==> src/rtl/pc_ctrl_seq_if.sv <==
// Fetch-head control bus: decode drives the branch/stall/halt requests,
// the PC controller returns the PC, flush pulse, halt status and taken counter.
interface pc_ctrl_seq_if #(
  parameter int PC_W  = 16,
  parameter int OFF_W = 9,
  parameter int CNT_W = 16
);
  logic             stall;
  logic             halt;
  logic             br;
  logic             br_reg;
  logic [2:0]       C;
  logic [OFF_W-1:0] I;
  logic [2:0]       F;
  logic [PC_W-1:0]  reg_target;
  logic [PC_W-1:0]  pc;
  logic [PC_W-1:0]  pc_plus;
  logic             flush;
  logic             halted;
  logic [CNT_W-1:0] taken_cnt;

  modport master (
    output stall, halt, br, br_reg, C, I, F, reg_target,
    input  pc, pc_plus, flush, halted, taken_cnt
  );

  modport slave (
    input  stall, halt, br, br_reg, C, I, F, reg_target,
    output pc, pc_plus, flush, halted, taken_cnt
  );
endinterface

==> src/rtl/pc_ctrl_seq.sv <==
// Registered program-counter controller: branch-condition evaluation, relative and
// register-indirect redirects, stall/halt handling, flush pulse and taken counter.
module pc_ctrl_seq #(
  parameter int PC_W     = 16,
  parameter int OFF_W    = 9,
  parameter int INC      = 2,
  parameter int RESET_PC = 0,
  parameter int CNT_W    = 16
) (
  input  logic         clk,
  input  logic         rst,
  pc_ctrl_seq_if.slave bus
);

  typedef enum logic {RUN, HALTED} state_t;

  function automatic logic cond_eval(input logic [2:0] c, input logic [2:0] f);
    logic z, v, n;
    z = f[2];
    v = f[1];
    n = f[0];
    case (c)
      3'b000:  cond_eval = !z;
      3'b001:  cond_eval = z;
      3'b010:  cond_eval = !z && !n;
      3'b011:  cond_eval = n;
      3'b100:  cond_eval = z || (!z && !n);
      3'b101:  cond_eval = n || z;
      3'b110:  cond_eval = v;
      default: cond_eval = 1'b1;
    endcase
  endfunction

  // Offset is in instruction words; scale to bytes and wrap modulo 2^PC_W.
  function automatic logic [PC_W-1:0] rel_target(input logic [PC_W-1:0] base,
                                                 input logic [OFF_W-1:0] off);
    logic signed [OFF_W-1:0] off_s;
    logic signed [PC_W-1:0]  off_ext;
    off_s      = off;
    off_ext    = PC_W'(off_s);
    rel_target = base + (off_ext <<< 1);
  endfunction

  function automatic logic [CNT_W-1:0] sat_inc(input logic [CNT_W-1:0] v);
    if (&v) sat_inc = v;
    else    sat_inc = v + CNT_W'(1);
  endfunction

  state_t            state_p0, state_nxt;
  logic [PC_W-1:0]   pc_p0, pc_nxt;
  logic              flush_p0, flush_nxt;
  logic [CNT_W-1:0]  cnt_p0, cnt_nxt;
  logic [PC_W-1:0]   pc_plus;
  logic [PC_W-1:0]   target;
  logic              cond_ok;
  logic              taken;

  assign pc_plus = pc_p0 + PC_W'(INC);
  assign cond_ok = cond_eval(bus.C, bus.F);
  assign taken   = (bus.br || bus.br_reg) && cond_ok;
  assign target  = bus.br_reg ? bus.reg_target : rel_target(pc_plus, bus.I);

  // Stage p0: next-state decision from current state and decode inputs
  always_comb begin
    state_nxt = state_p0;
    pc_nxt    = pc_p0;
    flush_nxt = 1'b0;
    cnt_nxt   = cnt_p0;
    case (state_p0)
      RUN: begin
        if (!bus.stall) begin
          if (bus.halt) begin
            state_nxt = HALTED;
          end else if (taken) begin
            pc_nxt    = target;
            flush_nxt = 1'b1;
            cnt_nxt   = sat_inc(cnt_p0);
          end else begin
            pc_nxt = pc_plus;
          end
        end
      end
      default: ;
    endcase
  end

  always_ff @(posedge clk) begin
    if (rst) begin
      state_p0 <= RUN;
      pc_p0    <= PC_W'(RESET_PC);
      flush_p0 <= 1'b0;
      cnt_p0   <= '0;
    end else begin
      state_p0 <= state_nxt;
      pc_p0    <= pc_nxt;
      flush_p0 <= flush_nxt;
      cnt_p0   <= cnt_nxt;
    end
  end

  assign bus.pc        = pc_p0;
  assign bus.pc_plus   = pc_plus;
  assign bus.flush     = flush_p0;
  assign bus.halted    = (state_p0 == HALTED);
  assign bus.taken_cnt = cnt_p0;

endmodule

==> src/flat_wrapper.sv <==
// flat-port wrapper written by rule: the top's interface ports become plain ports
module pc_ctrl_seq_flat 
#(
  parameter int PC_W     = 16,
  parameter int OFF_W    = 9,
  parameter int INC      = 2,
  parameter int RESET_PC = 0,
  parameter int CNT_W    = 16
)
  (clk, rst, bus_stall, bus_halt, bus_br, bus_br_reg, bus_C, bus_I, bus_F, bus_reg_target, bus_pc, bus_pc_plus, bus_flush, bus_halted, bus_taken_cnt);
  pc_ctrl_seq_if #(.PC_W(PC_W), .OFF_W(OFF_W), .CNT_W(CNT_W)) bus_i ();
  input  logic clk;
  input  logic rst;
  input wire logic [$bits(bus_i.stall)-1:0] bus_stall;
  input wire logic [$bits(bus_i.halt)-1:0] bus_halt;
  input wire logic [$bits(bus_i.br)-1:0] bus_br;
  input wire logic [$bits(bus_i.br_reg)-1:0] bus_br_reg;
  input wire logic [$bits(bus_i.C)-1:0] bus_C;
  input wire logic [$bits(bus_i.I)-1:0] bus_I;
  input wire logic [$bits(bus_i.F)-1:0] bus_F;
  input wire logic [$bits(bus_i.reg_target)-1:0] bus_reg_target;
  output wire logic [$bits(bus_i.pc)-1:0] bus_pc;
  output wire logic [$bits(bus_i.pc_plus)-1:0] bus_pc_plus;
  output wire logic [$bits(bus_i.flush)-1:0] bus_flush;
  output wire logic [$bits(bus_i.halted)-1:0] bus_halted;
  output wire logic [$bits(bus_i.taken_cnt)-1:0] bus_taken_cnt;
  assign bus_i.stall = bus_stall;
  assign bus_i.halt = bus_halt;
  assign bus_i.br = bus_br;
  assign bus_i.br_reg = bus_br_reg;
  assign bus_i.C = bus_C;
  assign bus_i.I = bus_I;
  assign bus_i.F = bus_F;
  assign bus_i.reg_target = bus_reg_target;
  assign bus_pc = bus_i.pc;
  assign bus_pc_plus = bus_i.pc_plus;
  assign bus_flush = bus_i.flush;
  assign bus_halted = bus_i.halted;
  assign bus_taken_cnt = bus_i.taken_cnt;
  pc_ctrl_seq #(.PC_W(PC_W), .OFF_W(OFF_W), .INC(INC), .RESET_PC(RESET_PC), .CNT_W(CNT_W)) u_core (.clk(clk), .rst(rst), .bus(bus_i));
endmodule
==> config.mk <==
export PLATFORM = sky130hd
export DESIGN_NAME = pc_ctrl_seq_flat
export DESIGN_NICKNAME = d
export VERILOG_FILES = /design/src/rtl/pc_ctrl_seq_if.sv /design/src/rtl/pc_ctrl_seq.sv /design/src/flat_wrapper.sv
export SDC_FILE = /design/constraint.sdc
export NUM_CORES = 1
export LEC_CHECK = 0
export ABC_AREA = 1
export CORE_AREA = 3 3 100 78
export CTS_BUF_LIST = sky130_fd_sc_hd__clkbuf_2 sky130_fd_sc_hd__clkbuf_4 sky130_fd_sc_hd__clkbuf_8
export DETAILED_ROUTE_END_ITERATION = 8
export DIE_AREA = 0 0 103 81
export HOLD_SLACK_MARGIN = 0.15
export PLACE_DENSITY = 0.75
export SLEW_MARGIN = 10
export SYNTH_ARGS = -nofsm -noshare
export SYNTH_HDL_FRONTEND = slang
export SYNTH_SLANG_ARGS = --single-unit
==> constraint.sdc <==
create_clock -name clk -period 2.16 [get_ports clk]
set_input_delay 0.648 -clock clk [delete_from_list [all_inputs] [get_ports clk]]
set_output_delay 0.648 -clock clk [all_outputs]
set_load 0.01 [all_outputs]
==> impl_metrics.csv <==
group,metric,value,unit
setup_path,start_kind,"flop",
placement,dp_hpwl,7977,um
yosys,avgSynthCellArea,6.193,sq um
sta,maxSlewHeadroom,0.8078,
die,row_count,26,
yosys,synth-simple-area-share,0.3639,
sta,worst_pin_slew,0.2872,ns
yosys,synth_top_family_by_area,"simple AND/OR/NAND/NOR gates",
setup_path,cp-end-kind,"output port",
yosys,synth_compound_area_frac,0.1516,
sta,fin_crit_sh,1.144,
yosys,ys_seq_area_frac,0.2230,
setup_path,path_max_fanout,4,
run_status,violations,"negative setup slack",
yosys,ys_types,35,
clocking,numCtsBuffers,5,
sta,fin_skew,0.01017,ns
setup_path,critPathTopFamily,"simple AND/OR/NAND/NOR gates",
worst_hold_path,hp-class,"reg -> reg",
flow_run,cap_violations,0,
setup_path,cp_num_buf_inv,3,
yosys,muxShareOfSynthArea,0,
sta,setup_ws,-0.3118,ns
clocking,cts.path.max_buffers,2,
yosys,ys_ff_latch,34,
die,io_pins,87,
clocking,htreeDepth,2,
die,die_x,103,um
sta,finalSetupViolCount,17,
power_and_ir_drop,ir_drop,256.7,uV
yosys,synth_cells,493,
sta,rsz0062_at_grt,"yes",
grt,grt_first_pass_wirelength,17720,um
drt,routed_wl,12170,um
setup_path,worstPathCellList,"ha_4 > nand3_4 > nor2_4 > nand2_2 > nor2_2 > xor2_1 > inv_2 > buf_4 > buf_6",
die,die-area,8343,sq um
sta,slew_viol_final,0,
drt,dr.pass1.iters,5,
drt,vias_per_cell,5.433,
sta,fin_crit,2.472,ns
clocking,tritoncts,"done",
placement,io_buffers,86,
grt,antenna_found_initial,0,
drt,via_count,4102,
setup_path,crit_type,"reg -> out",
setup_path,critical_path_required,1.51,ns
yosys,yosys_warnings,0,
yosys,synthAdderAreaFrac,0.08443,
cells_and_area,area_growth,76.64,%
sta,finalHoldViolations,0,
clocking,clk_latency,0.30,ns
die,start_util,0.4469,
clocking,clkTransAtPathRegs,0.08,ns
die,die_y,81,um
yosys,synth-xor-area-share,0.07459,
power_and_ir_drop,total_power,2.308,mW
setup_path,critPathSlowestCell,"dfxtp_4",
drt,drc_errors,0,
clocking,cts_root_buf,"clkbuf_8",
yosys,netlist_area,3053,sq um
die,core,6832,sq um
drt,drt_iter0_drc,272,
cells_and_area,layout-drive-gt1-share,0.3577,
cells_and_area,final_common_cell,"nand2_1",
cells_and_area,layout.nets,727,
grt,grt_usage,0.2682,
run_status,outcome,"finished, violations left",
grt,grt_pass1_vias,3681,
power_and_ir_drop,p_per_area,428.0,nW/um^2
yosys,syn_nets,550,
sta,clock.fmax,0.4046,GHz
grt,grt_start_max_net_pins,29,
power_and_ir_drop,p_leak,2.405,nW
grt,overflow,0,
drt,postRouteAntennaNets,0,
setup_path,cp_slowest_stage_delay,0.38,ns
placement,globalplace.congestion,0.9116,
cells_and_area,n_antenna_cell,0,
sta,fin_tns_setup,-2.949,ns
setup_path,cp.arrival,1.82,ns
cells_and_area,final_cell_mix,"nand2_1, buf_4, clkdlybuf4s50_1, nor2_1, inv_1",
clocking,cts_sinks,34,
drt,wl_per_cell,16.12,um
==> worst register-to-register path, stage by stage, from the launching register on <==
cell and delay, ns:
dfxtp_4 0.38, ha_4 0.15, nand3_4 0.09, nor2_4 0.18, nand2_2 0.06, nor2_2 0.09, xor2_1 0.19, inv_2 0.12
ha_4 0.25, nand2_2 0.07, nand2_2 0.06, o21bai_4 0.17, a21oi_2 0.17, nand2_1 0.08, nand2_1 0.08, nand3_2 0.06
nand2_2 0.10, a21oi_2 0.05
==> power breakdown <==
part | leakage, nW | switching, mW | internal, mW
Sequential | 0.283 | 0.0301 | 0.651
Combinational | 2.07 | 0.525 | 0.517
Clock | 0.0575 | 0.263 | 0.323
==> cells in the mapped netlist <==
cell type	n	area (sq um)
a21boi_0	1	7.510
a21o_1	2	15.01
a21oi_1	51	255.2
a21oi_2	2	17.52
buf_2	1	5.000
buf_4	4	30.03
buf_6	3	33.78
clkbuf_1	3	11.26
clkbuf_4	1	7.510
clkinv_1	1	3.750
dfxtp_1	34	680.7
fa_1	1	20.02
ha_1	19	237.7
inv_1	57	214.0
inv_2	2	7.510
nand2_1	125	469.2
nand2_2	2	12.51
nand3_1	31	155.2
nand3_2	6	60.06
nand3_4	1	17.52
nand3b_1	1	7.510
nand4_1	9	56.30
nor2_1	68	255.2
nor2_2	3	18.77
nor2_4	2	22.52
nor3_1	4	20.02
nor3_2	1	10.01
o211ai_1	3	22.52
o21ai_0	25	125.1
o21ai_1	1	5.000
o21bai_1	1	7.510
o31ai_1	1	7.510
or2_2	1	6.260
xnor2_1	12	105.1
xor2_1	14	122.6
==> through the flow <==
step                utilization  setup WS, ns  instances  area, sq um  hold WS [ns]
floorplan                     -       -0.1098        493         3149        0.4791
global placement         0.6738       -0.4443        721         4603        0.4575
detailed placement       0.6738       -0.4834        721         4603        0.4680
CTS                      0.7405       -0.2284        748         5059        0.4785
global route             0.7894       -0.3918        755         5393        0.5095
finish                   0.7894       -0.3118        755         5393        0.4805
==> routing by layer <==
metal / track usage / routed length [um] / part of all wire / vias to the layer above
met4: 0.07374 / 417 / 0.034 / 0
li1: - / - / - / 1942
met5: 0 / 0 / 0 / -
met1: 0.3798 / 5249 / 0.43 / 1898
met2: 0.4257 / 5574 / 0.46 / 219
met3: 0.03777 / 932 / 0.077 / 43
==> logic make-up after synthesis <==
family          Yosys count
flops                    34
buf+inv                  72
compound gates           87
xor+xnor                 26
simple gates            254
fa+ha+maj                20
==> final timing paths <==
check,start,endpoint,slack (ns),cells past startpoint
setup / recovery,u_core.bus.pc[2],bus_pc_plus[9],-0.31,9
hold / removal,u_core.bus.pc[0],u_core.bus.pc[0],0.48,2
setup reg to reg,u_core.bus.pc[2],u_core.bus.pc[14],-0.30,17
hold reg to reg,u_core.bus.pc[0],u_core.bus.pc[0],0.48,2
==> sequential cells by signal, summed over array words and instances, names as in the netlist <==
name,cells
u_core.bus.halted,1
u_core.bus.taken_cnt,16
u_core.bus.flush,1
u_core.bus.pc,16
==> what timing repair did <==
action	in CTS	in global routing
pin swaps	29	41
resized for setup	98	84
setup buffers	22	8
setup endpoints to repair	24	27
hold buffers	0	0
==> cell type report <==
type	instances	area, sq um
Clock buffer	8	110.1
Tap cell	84	105.1
Sequential cell	34	708.2
Timing Repair Buffer	182	1668
Fill cell	441	1439
Multi-Input combinational cell	387	2567
Inverter	60	234.0
Note: power is estimated with default switching activity, not from simulation.
